$ cat config.mk
export PLATFORM = sky130hd
export DESIGN_NAME = video_timing_tracker
export DESIGN_NICKNAME = d
export VERILOG_FILES = /design/src/rtl/video_timing_pkg.sv /design/src/rtl/sync_edge_detect.sv /design/src/rtl/video_timing_tracker.sv
export SDC_FILE = /design/constraint.sdc
export NUM_CORES = 1
export LEC_CHECK = 0
export BUFFER_PORTS_ARGS = -buffer_cell sky130_fd_sc_hd__buf_2
export CAP_MARGIN = 10
export CORE_MARGIN = 8
export CORE_UTILIZATION = 25
export CTS_CLUSTER_DIAMETER = 60
export CTS_CLUSTER_SIZE = 40
export DETAILED_ROUTE_END_ITERATION = 10
export SETUP_SLACK_MARGIN = 0.05
export SLEW_MARGIN = 15
export SYNTH_ARGS = -nofsm -noshare
export SYNTH_HDL_FRONTEND = slang
export SYNTH_SLANG_ARGS = --single-unit
$ cat constraint.sdc
create_clock -name p_clock -period 5 [get_ports p_clock]
set_clock_uncertainty 0.05 [all_clocks]
set_input_delay 0.5 -clock p_clock [delete_from_list [all_inputs] [get_ports p_clock]]
set_output_delay 0.5 -clock p_clock [all_outputs]
set_load 0.01 [all_outputs]
$ cat src/rtl/video_timing_pkg.sv
// rtl/video_timing_pkg.sv - shared types and constants for the video timing tracker
package video_timing_pkg;

    typedef enum logic [1:0] {
        WAIT_VSYNC = 2'd0,
        MEASURE    = 2'd1,
        LOCKED     = 2'd2
    } vt_state_t;

    localparam int X_WIDTH_DEF  = 12;
    localparam int Y_WIDTH_DEF  = 11;
    localparam int FC_WIDTH_DEF = 8;
    localparam int RGB_W        = 24;

endpackage

$ cat src/rtl/sync_edge_detect.sv
// rtl/sync_edge_detect.sv - registers a sync/enable level and flags its leading edge
module sync_edge_detect #(
    parameter bit ACTIVE_HIGH = 1'b1
) (
    input  logic p_clock,
    input  logic reset_n,
    input  logic sig_in,
    output logic lead
);

    logic sig_prev;

    always_ff @(posedge p_clock or negedge reset_n) begin
        if (!reset_n) begin
            sig_prev <= 1'b0;
        end else begin
            sig_prev <= sig_in;
        end
    end

    // Combinational against the registered level so the pulse lines up with the sampling edge.
    assign lead = ACTIVE_HIGH ? (sig_in & ~sig_prev) : (~sig_in & sig_prev);

endmodule

$ cat src/rtl/video_timing_tracker.sv
// rtl/video_timing_tracker.sv - one-cycle video stage adding coordinates, SOF and resolution lock
module video_timing_tracker
    import video_timing_pkg::*;
#(
    parameter int X_WIDTH           = X_WIDTH_DEF,
    parameter int Y_WIDTH           = Y_WIDTH_DEF,
    parameter int FC_WIDTH          = FC_WIDTH_DEF,
    parameter bit VSYNC_ACTIVE_HIGH = 1'b1
) (
    input  logic                p_clock,
    input  logic                reset_n,
    input  logic                de_in,
    input  logic                hsync_in,
    input  logic                vsync_in,
    input  logic [RGB_W-1:0]    rgb_in,
    output logic                de_out,
    output logic                hsync_out,
    output logic                vsync_out,
    output logic [RGB_W-1:0]    rgb_out,
    output logic [X_WIDTH-1:0]  x_pos,
    output logic [Y_WIDTH-1:0]  y_pos,
    output logic                sof,
    output logic [FC_WIDTH-1:0] frame_count,
    output logic [X_WIDTH-1:0]  active_width,
    output logic [Y_WIDTH-1:0]  active_height,
    output logic                timing_valid
);

    localparam logic [X_WIDTH-1:0] X_MAX = '1;
    localparam logic [Y_WIDTH-1:0] Y_MAX = '1;
    localparam logic [X_WIDTH-1:0] X_ONE = X_WIDTH'(1);

    logic               vs_lead;
    logic               de_fall;
    logic [X_WIDTH-1:0] x_cnt;
    logic [X_WIDTH-1:0] x_inc;
    logic [Y_WIDTH-1:0] line_cnt;
    logic [Y_WIDTH-1:0] line_inc;
    logic [X_WIDTH-1:0] ref_w;
    logic               width_err;
    logic               sof_pending;
    logic               seen_vs;
    vt_state_t          state;
    vt_state_t          state_nx;
    logic               lock_load;
    logic               valid_nx;
    logic               size_match;

    sync_edge_detect #(.ACTIVE_HIGH(VSYNC_ACTIVE_HIGH)) u_vs_edge (
        .p_clock (p_clock),
        .reset_n (reset_n),
        .sig_in  (vsync_in),
        .lead    (vs_lead)
    );

    sync_edge_detect #(.ACTIVE_HIGH(1'b0)) u_de_edge (
        .p_clock (p_clock),
        .reset_n (reset_n),
        .sig_in  (de_in),
        .lead    (de_fall)
    );

    assign x_inc    = (x_cnt == X_MAX) ? x_cnt : x_cnt + 1'b1;
    assign line_inc = (line_cnt == Y_MAX) ? line_cnt : line_cnt + 1'b1;

    always_ff @(posedge p_clock or negedge reset_n) begin
        if (!reset_n) begin
            de_out    <= 1'b0;
            hsync_out <= 1'b0;
            vsync_out <= 1'b0;
            rgb_out   <= '0;
        end else begin
            de_out    <= de_in;
            hsync_out <= hsync_in;
            vsync_out <= vsync_in;
            rgb_out   <= rgb_in;
        end
    end

    // A vsync lead takes priority over everything: a coincident pixel becomes pixel 0 of the new frame.
    always_ff @(posedge p_clock or negedge reset_n) begin
        if (!reset_n) begin
            x_cnt       <= '0;
            line_cnt    <= '0;
            x_pos       <= '0;
            y_pos       <= '0;
            ref_w       <= '0;
            width_err   <= 1'b0;
            sof         <= 1'b0;
            sof_pending <= 1'b0;
            seen_vs     <= 1'b0;
            frame_count <= '0;
        end else begin
            if (vs_lead) begin
                x_cnt     <= de_in ? X_ONE : '0;
                line_cnt  <= '0;
                y_pos     <= '0;
                ref_w     <= '0;
                width_err <= 1'b0;
            end else if (de_in) begin
                x_cnt <= x_inc;
                y_pos <= line_cnt;
            end else if (de_fall) begin
                x_cnt    <= '0;
                line_cnt <= line_inc;
                if (line_cnt == '0) begin
                    ref_w <= x_cnt;
                end else if (x_cnt != ref_w) begin
                    width_err <= 1'b1;
                end
            end

            x_pos <= (de_in && !vs_lead) ? x_cnt : '0;
            sof   <= de_in && (vs_lead || sof_pending);

            if (vs_lead) begin
                sof_pending <= !de_in;
            end else if (de_in) begin
                sof_pending <= 1'b0;
            end

            if (vs_lead) begin
                seen_vs <= 1'b1;
                if (seen_vs) begin
                    frame_count <= frame_count + 1'b1;
                end
            end
        end
    end

    assign size_match = (ref_w == active_width) && (line_cnt == active_height) && !width_err;

    always_comb begin
        state_nx  = state;
        lock_load = 1'b0;
        valid_nx  = timing_valid;
        if (vs_lead) begin
            case (state)
                WAIT_VSYNC: state_nx = MEASURE;
                MEASURE: begin
                    if ((line_cnt != '0) && (ref_w != '0) && !width_err) begin
                        state_nx  = LOCKED;
                        lock_load = 1'b1;
                        valid_nx  = 1'b1;
                    end
                end
                LOCKED: begin
                    if (!size_match) begin
                        state_nx = MEASURE;
                        valid_nx = 1'b0;
                    end
                end
                default: begin
                    state_nx = WAIT_VSYNC;
                    valid_nx = 1'b0;
                end
            endcase
        end
    end

    always_ff @(posedge p_clock or negedge reset_n) begin
        if (!reset_n) begin
            state         <= WAIT_VSYNC;
            timing_valid  <= 1'b0;
            active_width  <= '0;
            active_height <= '0;
        end else begin
            state        <= state_nx;
            timing_valid <= valid_nx;
            if (lock_load) begin
                active_width  <= ref_w;
                active_height <= line_cnt;
            end
        end
    end

endmodule
==> results of run 1 <==
## where the power goes
part / leakage (nW) / total (mW) / internal, mW / switching (mW)
Combinational: 1.50 / 0.279 / 0.124 / 0.156
Sequential: 1.62 / 1.13 / 1.06 / 0.0681
Clock: 0.292 / 1.27 / 0.822 / 0.453
Total: 3.42 / 2.68 / 2.01 / 0.677
## flip-flops by register name, summed over array words and instances, names as in the netlist, 8 cells and up
name and flops:
frame_count 8, active_width 12, y_pos 11, x_cnt 12, active_height 11, ref_w 12, line_cnt 11, rgb_out 24
x_pos 12
## worst paths after layout
path	end	cells after the start	start
max	active_width[6]	5	u_vs_edge.sig_prev
min	hsync_out	1	reset_n
max reg2reg	active_width[6]	5	u_vs_edge.sig_prev
min reg2reg	frame_count[7]	1	frame_count[7]
max in group asynchronous	line_cnt[8]	2	reset_n
min in group p_clock	rgb_out[19]	1	rgb_in[19]
## per-layer routing
layer,GRT usage (%),part of all wire [%]
met1,12.6,43
met4,3.91,1.6
met5,0,0
met3,5.43,9.4
met2,16.0,46
## final cells by class
cell class | count | area [sq um] | area share (%)
flip-flops and latches | 123 | 3080 | 46.5
multi-input cells | 282 | 1980 | 29.9
repair buffers | 114 | 581 | 8.77
clock buffers | 21 | 470 | 7.11
well taps | 275 | 344 | 5.20
clock inverters | 10 | 140 | 2.12
inverters | 7 | 26.3 | 0.397
## metrics by stage
step	power, mW	utilization, %	cell area, sq um	std cells	worst slack, ps
after CTS	2.73	31.8	6620	832	2660
after global placement	1.43	28.9	6010	801	2430
after floorplan	1.30	-	5240	442	3170
final	2.68	31.8	6620	832	2680
after global routing	2.81	31.8	6620	832	2530
after detailed placement	1.43	28.9	6010	801	2430
## critical path, delay by kind of cell (launching register included)
family	cells	cell delay [ps]
buffers and inverters	1	390
flip-flops	1	390
multiplexers	1	510
AND/OR/NAND/NOR	3	830
## cells in the final DEF (no fill, tap or decap), types with 4 or more instances in the layout
cell type	instances
nand4_1	13
nor4_1	12
buf_4	4
o21ai_0	14
clkbuf_16	17
xnor2_1	24
o21a_1	4
dfrtp_1	123
ha_1	4
nand3_1	11
buf_2	110
mux2_2	23
a21oi_1	7
nand2_1	20
inv_1	7
and3_1	16
a31oi_1	4
xor2_1	25
mux2i_1	25
nor2_1	50
## kinds of logic (layout without fill, tap and decap cells)
kind of cell | count (synthesis) | in the layout | share of synthesized area [%]
flip-flops | 123 | 123 | 58.7
multiplexers | 49 | 49 | 9.93
XOR/XNOR | 49 | 49 | 8.19
AO/OA/AOI/OAI | 37 | 37 | 4.44
AND/OR/NAND/NOR | 143 | 143 | 14.3
adder cells (fa/ha/maj) | 4 | 4 | 0.955
buffers and inverters | 37 | 152 | 3.49
==> results.yml, run 1 <==
job:
  cap_violations: 0
min_path:
  min_path_type: "input pin to asynchronous set/reset pin"
power:
  power_density_mw_per_mm2: 405
  p_leak_nw: 3.42
  vdd_ir_drop_max_mv: 0.217
sta:
  period_share_pct: 46.3
  slew_viol_final: 0
  max_freq_ghz: 0.432
  period_minus_slack_ps: 2320
  worst_pin_slew_ps: 772
  hold-worst-slack_ps: 110
  rsz0062_at_grt: "false"
  setup_viol: 0
  slew_headroom_pct: 48.5
  tns_ps: 0
  hold_viol_final: 0
layout:
  diodes: 0
  drive_gt1_share_pct: 32.0
  nets: 578
  n_fill_cell: 2139
  area_growth_pct: 26.4
synthesis:
  ys_warn_count: 0
  synth_commonest_cells: "dfrtp_1, nor2_1, mux2i_1, xor2_1, xnor2_1"
  synth.area.top_cells: "dfrtp_1, mux2_2, mux2i_1"
  synth_seq_area_share_pct: 58.7
  synth-edff-count: 0
  synthCells: 442
  synthFlopType: "dfrtp_1"
  synth_most_common_cell: "dfrtp_1"
  synth_area_per_cell_sq_um: 11.9
  synth-seq-cells: 123
  yosysTopAreaCell: "dfrtp_1"
  synthesis.nets: 475
  async_flop_share_pct: 100
  synth_area_sq_mm: 0.00524
  ys_types: 45
  synth.top_cell.area_share_pct: 58.7
floorplanning:
  die_y_um: 161
  start_util_pct: 25.2
  rows: 53
  die_x_um: 161
  pin_count: 112
  dieArea_sq_mm: 0.0258
  core-area_sq_mm: 0.0208
route:
  drc: 0
  avgRoutedWirePerCell_um: 15.9
  drt_first_iter_violations: 254
  vias: 3621
  ant_nets: 0
  firstDrtPassIters: 4
  wirelength_mm: 13.3
  vias_per_cell: 4.35
clocking:
  cts_resized: 0
  root_buffer: "clkbuf_16"
  cts-hold-fix-buffers: 0
  tritoncts: "yes"
  cts_buffers: 17
  htreeDepth: 4
  clkTransAtPathRegs_ps: 60
  clk_latency_ps: 410
  clk_path_buf_depth: 2
  postCtsSetupBuffers: 0
  clock_sinks: 123
setup_path:
  critPathSlowestCell: "mux2_1"
  criticalPathCategory: "flop to flop"
  r2r_slack_ps: 2680
  crit_fanout: 43
  path_cells: "nor2b_2, buf_4, and3_1, nand3_2, mux2_1"
  crit_arrival_ps: 2560
  worstSetupEndpointType: "flop"
  startpoint_type: "flop"
  critPathRequiredTime_ps: 5240
  cpPeakStageDelay_ps: 510
place:
  gp_congestion: 0.756
  port_buffers: 111
  dp_hpwl_mm: 9.09
global_routing:
  grtUsageTotal_pct: 10.6
  antenna_found_initial: 0
  grt_pass1_vias: 3846
  grt_max_degree: 59
  grt_pass1_wl_mm: 21.5
  grt_remaining_overflow: 0
outcome:
  outcome: "completed"
(Power assumes the default switching activity.)
==> inputs of run 2 (changes only) <==
Settings changed: ABC_AREA from default to 1.
Clock period 5 ns to 1.9 ns, I/O delays scaled along.
==> run 2 against run 1 <==
Via count grew 29%. Core utilization is 3.9 points higher. Clock power rose to 2.7 times the previous value. Hold slack got worse by 50 ps. Global-route usage is 0.89 points higher. Largest power group unchanged. Cell area up 14%. Synthesized cell count rose by 38%.
==> results.yml, run 2 <==
layout:
  largest_reg_flops: 24
  top_register: "rgb_out"
  area_growth_pct: 39.5
  nets: 812
  diodes: 0
  final_common_cell: "nand2_1"
  final_cell_mix: "nand2_1, dfrtp_1, buf_2"
  drive_gt1_share_pct: 27.7
global_routing:
  grt_pass1_wl_mm: 23.8
  antenna_found_initial: 0
  grt_max_degree: 79
  grtUsageTotal_pct: 11.4
  grt_remaining_overflow: 0
  grt_pass1_vias: 4510
power:
  clkPwrFrac_pct: 45.5
  netSwitchingPower_mw: 2.04
  swShare_pct: 26.6
  internal_power_mw: 5.62
  comb_power_share_pct: 15.2
  p_leak_nw: 3.72
  vdd_ir_drop_max_mv: 0.624
  power_density_mw_per_mm2: 1020
  power_mw: 7.66
  seqPwrFrac_pct: 39.3
route:
  ant_nets: 0
  drt_first_iter_violations: 250
  drc: 0
  met2WireLength_mm: 7.34
  dr.max_layer_used: "met4"
  vias: 4675
  met3_length_mm: 1.03
  wl_met1_mm: 6.87
  firstDrtPassIters: 5
  vias_per_cell: 4.38
  avgRoutedWirePerCell_um: 14.4
  wirelength_mm: 15.4
floorplanning:
  pin_count: 112
  rows: 53
  dieArea_sq_mm: 0.0265
  die_y_um: 163
  core-area_sq_mm: 0.0211
  die_x_um: 163
  start_util_pct: 25.6
clocking:
  clkTransAtPathRegs_ps: 60
  cts_buffers: 17
  clk_path_buf_depth: 2
  htreeDepth: 4
  clk_latency_ps: 410
  clock_sinks: 123
  root_buffer: "clkbuf_16"
  tritoncts: "yes"
synthesis:
  synth-edff-count: 0
  yosysTopAreaCell: "dfrtp_1"
  ys_types: 28
  synth_most_common_cell: "nand2_1"
  synth-seq-cells: 123
  synth_seq_area_share_pct: 57.0
  async_flop_share_pct: 100
  synth.area.top_cells: "dfrtp_1, nand2_1, inv_1"
  ys_warn_count: 0
  synthFlopType: "dfrtp_1"
  synth_commonest_cells: "nand2_1, dfrtp_1, inv_1"
  synth_area_per_cell_sq_um: 8.88
  synth.top_cell.area_share_pct: 57.0
  synthesis.nets: 641
  synth_area_sq_mm: 0.00540
  synthCells: 608
setup_path:
  cp_top_family: "simple AND/OR/NAND/NOR gates"
  criticalPathCategory: "flop to flop"
  startpoint_type: "flop"
  crit_arrival_ps: 2010
  cpPeakStageDelay_ps: 390
  worstSetupEndpointType: "flop"
  path_cells: "inv_2, ha_4, nand3_4, nor2_4, nor2_2, nand2_1, nor2_2, nand3_4, buf_12, nand2_1, o21ai_0"
  critPathSlowestCell: "dfrtp_1"
  critPathRequiredTime_ps: 2140
  crit_buf_inv: 2
  crit_fanout: 21
  r2r_slack_ps: 130
place:
  gp_congestion: 0.867
  dp_slack_ps: 96.7
  dp_hpwl_mm: 10.6
  port_buffers: 111
sta:
  max_freq_ghz: 0.566
  slew_viol_final: 0
  rsz0062_at_grt: "true"
  worst_pin_slew_ps: 502
  slew_headroom_pct: 66.4
  period_minus_slack_ps: 1770
  tns_ps: 0
  setup_viol: 0
  hold_viol_final: 0
  layout_setup_ws_ps: 132
  period_share_pct: 93.0
job:
  cap_violations: 0
outcome:
  outcome: "completed"
min_path:
  min_path_type: "input pin to asynchronous set/reset pin"
run 2: area by class of cell:
type | count | area (sq um)
timing repair buffer | 169 | 1170
tap | 275 | 344
inverter | 72 | 275
multi-input combinational | 396 | 2030
clock inverter | 11 | 166
sequential | 123 | 3080
clock buffer | 21 | 470
fill | 2148 | 13600
run 2: final timing paths:
check,startpoint,end,cells past startpoint
max in group asynchronous,reset_n,y_pos[5],3
min reg2reg,frame_count[7],frame_count[7],1
min in group p_clock,rgb_in[8],rgb_out[8],2
min,reset_n,x_pos[8],2
max reg2reg,line_cnt[1],active_width[3],11
max,line_cnt[1],active_width[3],11
run 2: per-layer routing:
metal  track usage, %  up-vias
met5                0        -
met2             18.3      119
met1             13.9     2243
li1                 -     2298
met4             4.55        0
met3             3.97       15
run 2: through the flow:
step / hold slack, ps / instances / util (%) / area [sq um]
2_1_floorplan: -156 / 608 / - / 5400
3_3_place_gp: -74.2 / 994 / 30.3 / 6380
3_5_place_dp: -73.1 / 994 / 30.3 / 6380
4_1_cts: 47.2 / 1054 / 34.6 / 7300
5_1_grt: 49.3 / 1067 / 35.7 / 7530
6_report: 59.4 / 1067 / 35.7 / 7530
run 2: logic make-up (layout without fill, tap and decap cells):
group,count (synthesis),count (layout),share of synthesized area (%)
DFF,123,123,57.0
buffers and inverters,90,273,7.21
AOI/OAI and AO/OA,75,75,8.25
muxes,1,1,0.209
xor gates and xnor gates,22,22,3.57
and+or+nand+nor,293,294,22.8
adders and majority gates,4,4,0.927
run 2: power groups by stage:
stage	combinational, mW	clock [mW]	sequential (mW)
after floorplan	0.489	0	3.11
after global placement	1.05	0	3.04
after detailed placement	1.06	0	3.05
after CTS	1.11	3.55	3.00
after global routing	1.31	3.65	3.05
final	1.16	3.48	3.01
run 2: repair_timing:
item                       CTS  global route
setup buffers                0             9
hold endpoints to repair   150             0
hold buffers                28             0
gates resized for setup      0            33
setup endpoints to repair    0            47
